[src/rtl/load_store_unit.sv]
// load_store_unit: RV32 load/store bridge to data_memory with fault detection.
// Optional: define MISALIGN_TRAP_EN to fault misaligned LH/LHU/LW/SH/SW.
module load_store_unit #(
    parameter int MEM_BYTES = 1024
) (
    input  logic        clk,
    input  logic        reset,
    input  logic        req_valid,
    output logic        req_ready,
    input  logic        req_store,
    input  logic [2:0]  req_funct3,
    input  logic [31:0] req_addr,
    input  logic [31:0] req_wdata,
    output logic        resp_valid,
    output logic [31:0] resp_rdata,
    output logic        resp_fault,
    output logic [31:0] mem_address,
    output logic [31:0] mem_write_data,
    output logic        mem_MemRead,
    output logic        mem_MemWrite,
    output logic        mem_byte,
    input  logic [31:0] mem_read_data
);
    localparam logic [1:0] IDLE     = 2'd0;
    localparam logic [1:0] ACCESS   = 2'd1;
    localparam logic [1:0] STORE_HI = 2'd2;
    localparam logic [1:0] RESP     = 2'd3;

    logic [1:0]  state;
    logic        l_store;
    logic [2:0]  l_funct3;
    logic [31:0] l_addr;
    logic [31:0] l_wdata;

    logic [32:0] size;
    logic [32:0] last;
    logic        bad_op;
    logic        out_of_range;
    logic        misalign;
    logic        fault;
    logic        is_sh;
    logic        byte_op;
    logic [31:0] ext;

    always_comb begin
        unique case (req_funct3[1:0])
            2'b00:   size = 33'd1;
            2'b01:   size = 33'd2;
            default: size = 33'd4;
        endcase
    end

    // 33-bit sum so an address near 2^32 cannot wrap back into range
    assign last         = {1'b0, req_addr} + size - 33'd1;
    assign out_of_range = last >= 33'(MEM_BYTES);

    assign bad_op = req_store
        ? (req_funct3[2] || req_funct3[1:0] == 2'b11)
        : (req_funct3[1:0] == 2'b11 || req_funct3 == 3'b110);

`ifdef MISALIGN_TRAP_EN
    assign misalign =
        (req_funct3[1:0] == 2'b10 && req_addr[1:0] != 2'b00) ||
        (req_funct3[1:0] == 2'b01 && req_addr[0]);
`else
    assign misalign = 1'b0;
`endif

    assign fault   = bad_op || out_of_range || misalign;
    assign is_sh   = l_store && l_funct3[1:0] == 2'b01;
    assign byte_op = l_funct3[1:0] == 2'b00 || is_sh;

    always_comb begin
        unique case (l_funct3)
            3'b000:  ext = {{24{mem_read_data[7]}}, mem_read_data[7:0]};
            3'b100:  ext = {24'b0, mem_read_data[7:0]};
            3'b001:  ext = {{16{mem_read_data[15]}}, mem_read_data[15:0]};
            3'b101:  ext = {16'b0, mem_read_data[15:0]};
            default: ext = mem_read_data;
        endcase
    end

    always_ff @(posedge clk or posedge reset) begin
        if (reset) begin
            state      <= IDLE;
            l_store    <= 1'b0;
            l_funct3   <= 3'b0;
            l_addr     <= 32'b0;
            l_wdata    <= 32'b0;
            resp_rdata <= 32'b0;
            resp_fault <= 1'b0;
        end else begin
            unique case (state)
                IDLE: begin
                    if (req_valid) begin
                        l_store  <= req_store;
                        l_funct3 <= req_funct3;
                        l_addr   <= req_addr;
                        l_wdata  <= req_wdata;
                        if (fault) begin
                            resp_fault <= 1'b1;
                            resp_rdata <= 32'b0;
                            state      <= RESP;
                        end else begin
                            state <= ACCESS;
                        end
                    end
                end
                ACCESS: begin
                    resp_fault <= 1'b0;
                    resp_rdata <= l_store ? 32'b0 : ext;
                    state      <= is_sh ? STORE_HI : RESP;
                end
                STORE_HI: state <= RESP;
                default:  state <= IDLE;
            endcase
        end
    end

    assign req_ready  = state == IDLE;
    assign resp_valid = state == RESP;

    always_comb begin
        mem_address    = 32'b0;
        mem_write_data = 32'b0;
        mem_MemRead    = 1'b0;
        mem_MemWrite   = 1'b0;
        mem_byte       = 1'b0;
        unique case (1'b1)
            state == ACCESS: begin
                mem_address  = l_addr;
                mem_byte     = byte_op;
                mem_MemRead  = !l_store;
                mem_MemWrite = l_store;
                if (l_store)
                    mem_write_data = is_sh ? {24'b0, l_wdata[7:0]} : l_wdata;
            end
            state == STORE_HI: begin
                mem_address    = l_addr + 32'd1;
                mem_byte       = 1'b1;
                mem_MemWrite   = 1'b1;
                mem_write_data = {24'b0, l_wdata[15:8]};
            end
            default: ;
        endcase
    end

endmodule

[config.mk]
export PLATFORM = sky130hd
export DESIGN_NAME = load_store_unit
export DESIGN_NICKNAME = d
export VERILOG_FILES = /design/src/rtl/load_store_unit.sv
export SDC_FILE = /design/constraint.sdc
export NUM_CORES = 1
export LEC_CHECK = 0
export ABC_CLOCK_PERIOD_IN_PS = 4180
export CAP_MARGIN = 20
export CORE_AREA = 2 2 126 128
export DETAILED_ROUTE_END_ITERATION = 10
export DIE_AREA = 0 0 128 130
export GPL_TIMING_DRIVEN = 0
export PLACE_DENSITY = 0.89
export SLEW_MARGIN = 20
export SYNTH_ARGS = -nofsm -noshare
export SYNTH_HDL_FRONTEND = slang
export SYNTH_SLANG_ARGS = --single-unit
[constraint.sdc]
create_clock -name clk -period 4.18 [get_ports clk]
set_clock_uncertainty 0.1 [all_clocks]
set_input_delay 0.836 -clock clk [delete_from_list [all_inputs] [get_ports clk]]
set_output_delay 0.836 -clock clk [all_outputs]
set_load 0.05 [all_outputs]
# ---- Word level (Yosys, flattened, before mapping)
# Cells that the tools add are included.
dict set report classes {
  n_mux 21
  add_sub_neg 3
  eq_ne 12
  reduce_logical 13
  magnitude_cmp 1
}
# op count
set op_table {}
lappend op_table {{$pmux 32 s2} 3}
lappend op_table {{$mux 32} 5}
lappend op_table {{$pmux 32 s4} 1}
lappend op_table {{$add 32x33->33} 1}
lappend op_table {{$ge 33x11->1 const B} 1}
lappend op_table {{$sub 33x1->33 const B} 1}
lappend op_table {{$add 32x1->32 const B} 1}
lappend op_table {{$eq 3x3->1 const B} 3}
lappend op_table {{$eq 2x1->1 const B} 3}
lappend op_table {{$eq 2x2->1 const B} 3}
lappend op_table {{$logic_not 2->1} 3}
lappend op_table {{$pmux 1 s2} 3}
lappend op_table {{$pmux 2 s3} 1}
lappend op_table {{$pmux 3 s2} 1}
lappend op_table {{$mux 1} 5}
lappend op_table {{$logic_or 1x1->1} 4}
lappend op_table {{$mux 2} 2}
lappend op_table {{$eq 3x1->1 const B} 1}
lappend op_table {{$logic_not 3->1} 1}
lappend op_table {{$reduce_and 3->1} 1}
lappend op_table {{$ne 2x1->1 const B} 1}
lappend op_table {{$ne 2x2->1 const B} 1}
lappend op_table {{$reduce_and 2->1} 1}
lappend op_table {{$reduce_bool 2->1} 1}
lappend op_table {{2 further kinds} 2}
dict set report word_totals {
  regBits 103
  output_inout_bits 102
  elab_cells 57
  input_bits 103
}

# ---- Longest topological paths before layout
dict set report logic_depth {
  depth_word 9
  depth_mapped 18
  depth_no_buf 17
}

# ---- Least setup slack after synthesis
# OpenSTA, ideal clock, no wires.
dict set report synth_timing {
  kind {input-to-reg}
  start {input port req_funct3[0]}
  end {register resp_rdata[16]}
  stages 17
  n_path_buf 1
  t_required_ps 3955
  t_arrival_ps 4267
  slack_ps -312
  setup_time_ps 125
  path_cell_list {or2_2 ha_1 inv_1 ha_1 inv_1 fa_1 nor2b_1 o2111a_1 o21ai_1 a211o_1 and3_1 a2111oi_0 nand4_1 nor4_4 o22ai_2 buf_6 mux2_4}
}
dict set report synth_via {
  elab_chain_cells 8
  word_cells_on_any_way 14
  cone_classes {add/sub: 2; order compare: 1; eq/ne: 4; mux: 2; reduce/logical: 5}
}
# item line
set synth_lines {}
lappend synth_lines {{from (decl)} 11} ;# input logic [2:0] req_funct3,
lappend synth_lines {{$eq 2x1->1 / $logic_not 2->1 (equally long branches)} 46} ;# unique case (req_funct3[1:0])
lappend synth_lines {{$pmux 3 s2} 46}
lappend synth_lines {{$add 32x33->33} 54} ;# assign last = {1'b0, req_addr} + size - 33'd1;
lappend synth_lines {{$sub 33x1->33} 54}
lappend synth_lines {{$ge 33x11->1} 55} ;# assign out_of_range = last >= 33'(MEM_BYTES);
lappend synth_lines {{$logic_or 1x1->1 *} 69} ;# assign fault = bad_op || out_of_range || misalign;
lappend synth_lines {{$ne 2x1->1 (no line) *} n/a}
lappend synth_lines {{$reduce_and 3->1 (no line) *} n/a}
lappend synth_lines {{to (signal assigned)} 111} ;# resp_rdata <= l_store ? 32'b0 : ext;
lappend synth_lines {{to (decl)} 15} ;# output logic [31:0] resp_rdata,
# Every way passes the cells marked *; elsewhere a longest branch is shown, timed or not.
# A chain may end at the register's enable or synchronous reset.

# ---- Worst setup path after layout
dict set report layout_timing {
  start {input port req_addr[7]}
  end {register resp_rdata[25]}
}
dict set report layout_via {
  elab_chain_cells 6
}
# item line
set layout_lines {}
lappend layout_lines {{from (decl)} 12} ;# input logic [31:0] req_addr,
lappend layout_lines {{$add 32x33->33} 54}
lappend layout_lines {{$sub 33x1->33} 54}
lappend layout_lines {{$ge 33x11->1} 55}
lappend layout_lines {{$logic_or 1x1->1} 69}
lappend layout_lines {{$ne 2x1->1 (no line)} n/a}
lappend layout_lines {{$reduce_and 3->1 (no line)} n/a}
# Every way passes these cells.

==> impl_results.rst <==
.. list-table::
   :header-rows: 1

   * - Metric
     - Value
   * - Source-to-sink clock delay at the later pin of the worst-skew pair
     - 0.34 ns
   * - Final period utilization
     - 106%
   * - Result of the run
     - finished, violations left
   * - DIE WIDTH
     - about 130 um
   * - Vias in the first global route
     - between 7000 and 8000
   * - Critical Path End Type
     - register
   * - Post-synth net total
     - approximately 1000
   * - Reg-to-reg critical path endpoint
     - resp_rdata[18]
   * - Top achievable clock speed
     - between 0.2 and 0.25 GHz
   * - CP Data Arrival Time
     - about 4.6 ns
   * - Maximum number of pins on one net before global-route repair
     - 67
   * - Area after detailed placement
     - ~9900 um2
   * - Sequential cell area fraction in the yosys report
     - approximately a third
   * - Critical path data required time
     - 4.31 ns
   * - DPL Wire Length
     - approximately 19000 um
   * - Global placement routability congestion
     - roughly 0.94
   * - Fraction of registers with async set/reset
     - 100%
   * - Detailed Route Iter0 Violations
     - roughly 610
   * - Count of clock tree sinks
     - 103
   * - VDD IR max
     - ~0.32 mV
   * - Detail Route Antenna Nets
     - 0
   * - Total wire length after detailed routing
     - 25700 um
   * - Number of warnings issued by yosys
     - 0
   * - Maximum number of buffers from clock root to sink
     - 2
   * - Worst-path clk slew
     - 0.07 ns
   * - Final routed wire length divided by cell count
     - 19.3 um
   * - Number of buffer and inverter stages on the critical path
     - 6
   * - Summed negative setup slack over all endpoints
     - -4.77 ns
   * - Die Y
     - approximately 130 um
   * - CTS tree
     - built
   * - Final-report hold violation count
     - 0
   * - Vias post-DR
     - between 7000 and 8000
   * - Post-Synthesis Cell Area
     - 7480 um2
   * - CP Capture Point
     - resp_rdata[25]
   * - FF-to-FF setup slack
     - between 0.4 and 0.5 ns
   * - Detailed Routing Iterations Pass 1
     - 7
   * - IO Count
     - about 200
   * - Count of nets after finishing
     - ~1300
   * - Final critical delay including setup and external delays
     - between 4 and 5 ns
   * - Type of the worst setup path
     - in2reg
   * - Failing checks
     - setup timing
   * - Worst reg2reg path depth
     - 9
   * - Antenna Cells
     - 0
   * - Hold-fix buffers, CTS
     - 0
   * - Fraction of synthesized cell area taken by the top area cell type
     - 34.5%
   * - Cell taking the most area after synthesis
     - dfrtp_1
   * - # placed instances
     - about 1300
   * - Number of port buffers
     - 204
   * - Mean number of vias per cell
     - between 5 and 6
   * - Number of cell rows
     - 46
   * - Root buffer cell
     - clkbuf_16
   * - Standard cell core area
     - approximately 15000 um2
   * - Instance count on the critical path
     - 16
   * - Flops & latches, synth
     - ~100
   * - Synthesized area per cell
     - roughly 8.4 um2
   * - Post-synthesis cell count
     - roughly 890
   * - Worst setup slack after layout
     - -0.244 ns
   * - Post-route cell area
     - around 11000 um2
   * - Non-filler instance count after layout
     - around 1300
   * - Unrepaired setup endpoints after global routing
     - true
   * - Main flop type after synthesis
     - dfrtp_1
   * - # DRC
     - 0
   * - Worst R2R Start
     - state[1]
   * - EDFF count, synth
     - 0
   * - Setup-violating endpoint count in the final report
     - 32
   * - Global-route wire length before repair
     - roughly 38000 um
   * - Power per Cell Area
     - 685 nW/um2
   * - Global-route usage over all layers
     - around 29%
   * - Cell class contributing the biggest share of worst-path delay
     - buffers and inverters
   * - Startpoint Class
     - input port
   * - Critical path launch point
     - req_addr[7]
   * - Class of the tightest hold or removal check
     - reg2reg
   * - Worst-path cell chain
     - clkdlybuf4s50_1 > inv_1 > ha_4 > a21oi_4 > o211ai_1 > buf_4 > a31o_1 > or4_4 > a2111oi_4 > nand4_1 > nor4_4 > buf_4 > o22ai_4 > buf_6 > buf_6 > mux2_4
   * - Distinct cell type count of the synthesized netlist
     - between 60 and 70
   * - Ratio of cells with drive above 1 in the final layout
     - 18.8%
   * - Number of levels in the clock H-tree
     - 3
   * - Top cells by area in the synthesized netlist
     - dfrtp_1, ha_1, o21ai_0, mux2_2, nand2_1
   * - Max incr delay on CP
     - between 0.5 and 0.6 ns
   * - LEAKAGE
     - around 4.8 nW
   * - CP max FO
     - 5
   * - Initial Util
     - about half
   * - Total congestion overflow
     - 0
   * - Max-slew violation count
     - 0
   * - Relative slew margins
     - a little over half
   * - Cts bufs inserted
     - 9
   * - Total power consumption of the routed design
     - 7.52 mW
   * - Cell with the largest stage delay on the worst path
     - clkdlybuf4s50_1
   * - Number of violations of the max-capacitance limit
     - 0
   * - Area of the die
     - around 17000 um2
   * - Antenna violations before repair
     - 0
   * - Worst-Margin Slew
     - about 0.7 ns
   * - Area delta synth->final
     - 46.6%
## worst min-delay path by stage
stage                     depth (start not counted)           to   startpoint
after global routing                              1  l_wdata[25]  l_wdata[25]
after global placement                            1  l_wdata[26]  l_wdata[26]
after floorplan                                   1  l_wdata[16]  l_wdata[16]
after detailed placement                          1  l_wdata[26]  l_wdata[26]
final                                             1  l_wdata[21]  l_wdata[21]
after CTS                                         1  l_wdata[26]  l_wdata[26]
## registers in the layout, summed over array words and instances, names as in the netlist
signal,flops
l_addr,32
l_funct3,3
l_store,1
l_wdata,32
resp_fault,1
resp_rdata,32
state,2
## area by class of cell
class	count	area [um2]
Buffer	37	204
Tap cell	192	240
Clock buffer	10	229
Multi-Input combinational cell	665	4940
Clock inverter	6	68.8
Inverter	83	322
Fill cell	1137	4460
Timing Repair Buffer	237	2380
Sequential cell	103	2580
## cell families after synthesis
group	share of synthesized area, %
AND/OR/NAND/NOR	18.6
AO/OA/AOI/OAI	20.5
buffers and inverters	6.61
flip-flops	34.5
multiplexers	10.8
adder cells (fa/ha/maj)	6.79
XOR/XNOR	2.22
## cell usage in the layout, fill, tap and decap left out, types with 24 or more instances in the layout
cell type and count:
a21oi_1 52, and2_1 33, buf_4 24, clkdlybuf4s50_1 170, dfrtp_1 103, inv_1 69, mux2_2 35, nand2_1 104
nor2_1 45, o21ai_0 83
## through the flow
stage,hold slack [ns],worst slack (ns),utilization [%]
2_1_floorplan,0.371,-0.0360,-
3_3_place_gp,0.378,-1.07,63.7
3_5_place_dp,0.385,-1.13,64.0
4_1_cts,0.401,-0.216,67.6
5_1_grt,0.420,-0.346,71.1
6_report,0.399,-0.244,71.1
## Yosys cell counts, types with 7 or more instances
cell type,n
a21o_1,10
a21oi_1,68
a22o_1,8
a22oi_1,7
a31oi_1,8
and2_1,33
and3_1,9
buf_2,8
clkbuf_1,28
dfrtp_1,103
ha_1,39
inv_1,81
mux2_2,37
mux2_4,14
mux2i_1,18
nand2_1,108
nand3_1,18
nand4_1,16
nor2_1,49
nor3_1,18
o211ai_1,8
o21ai_0,88
xnor2_1,7
xor2_1,12
## metal layers
metal	track usage, %	vias to the layer above	wire length (um)
met5	0	-	0
met4	14.2	0	1130
met3	5.08	88	1870
met2	52.9	374	13100
met1	32.9	3845	9640
li1	-	3639	-
## power by group
group	internal [mW]	total, mW	leakage [nW]	switching (mW)
clock network	0.468	0.852	0.143	0.384
logic	1.76	4.76	3.40	2.99
registers	1.48	1.90	1.30	0.426
## what timing repair did
item,CTS,global route
buffers inserted,13,18
pin swaps,22,17
resized for setup,69,129
gates cloned,1,1
setup endpoints to repair,54,55
hold endpoints to repair,0,0
## worst register-to-register path, stage by stage, from the launching register on
cell and delay (ns):
dfrtp_1 0.43, inv_1 0.10, ha_1 0.26, clkinv_1 0.36, nor2_1 0.67, a21boi_1 0.63, o21ai_1 0.41, clkbuf_1 0.33
a21oi_1 0.24, mux2_4 0.19
Power figures use the tool's default switching activity.
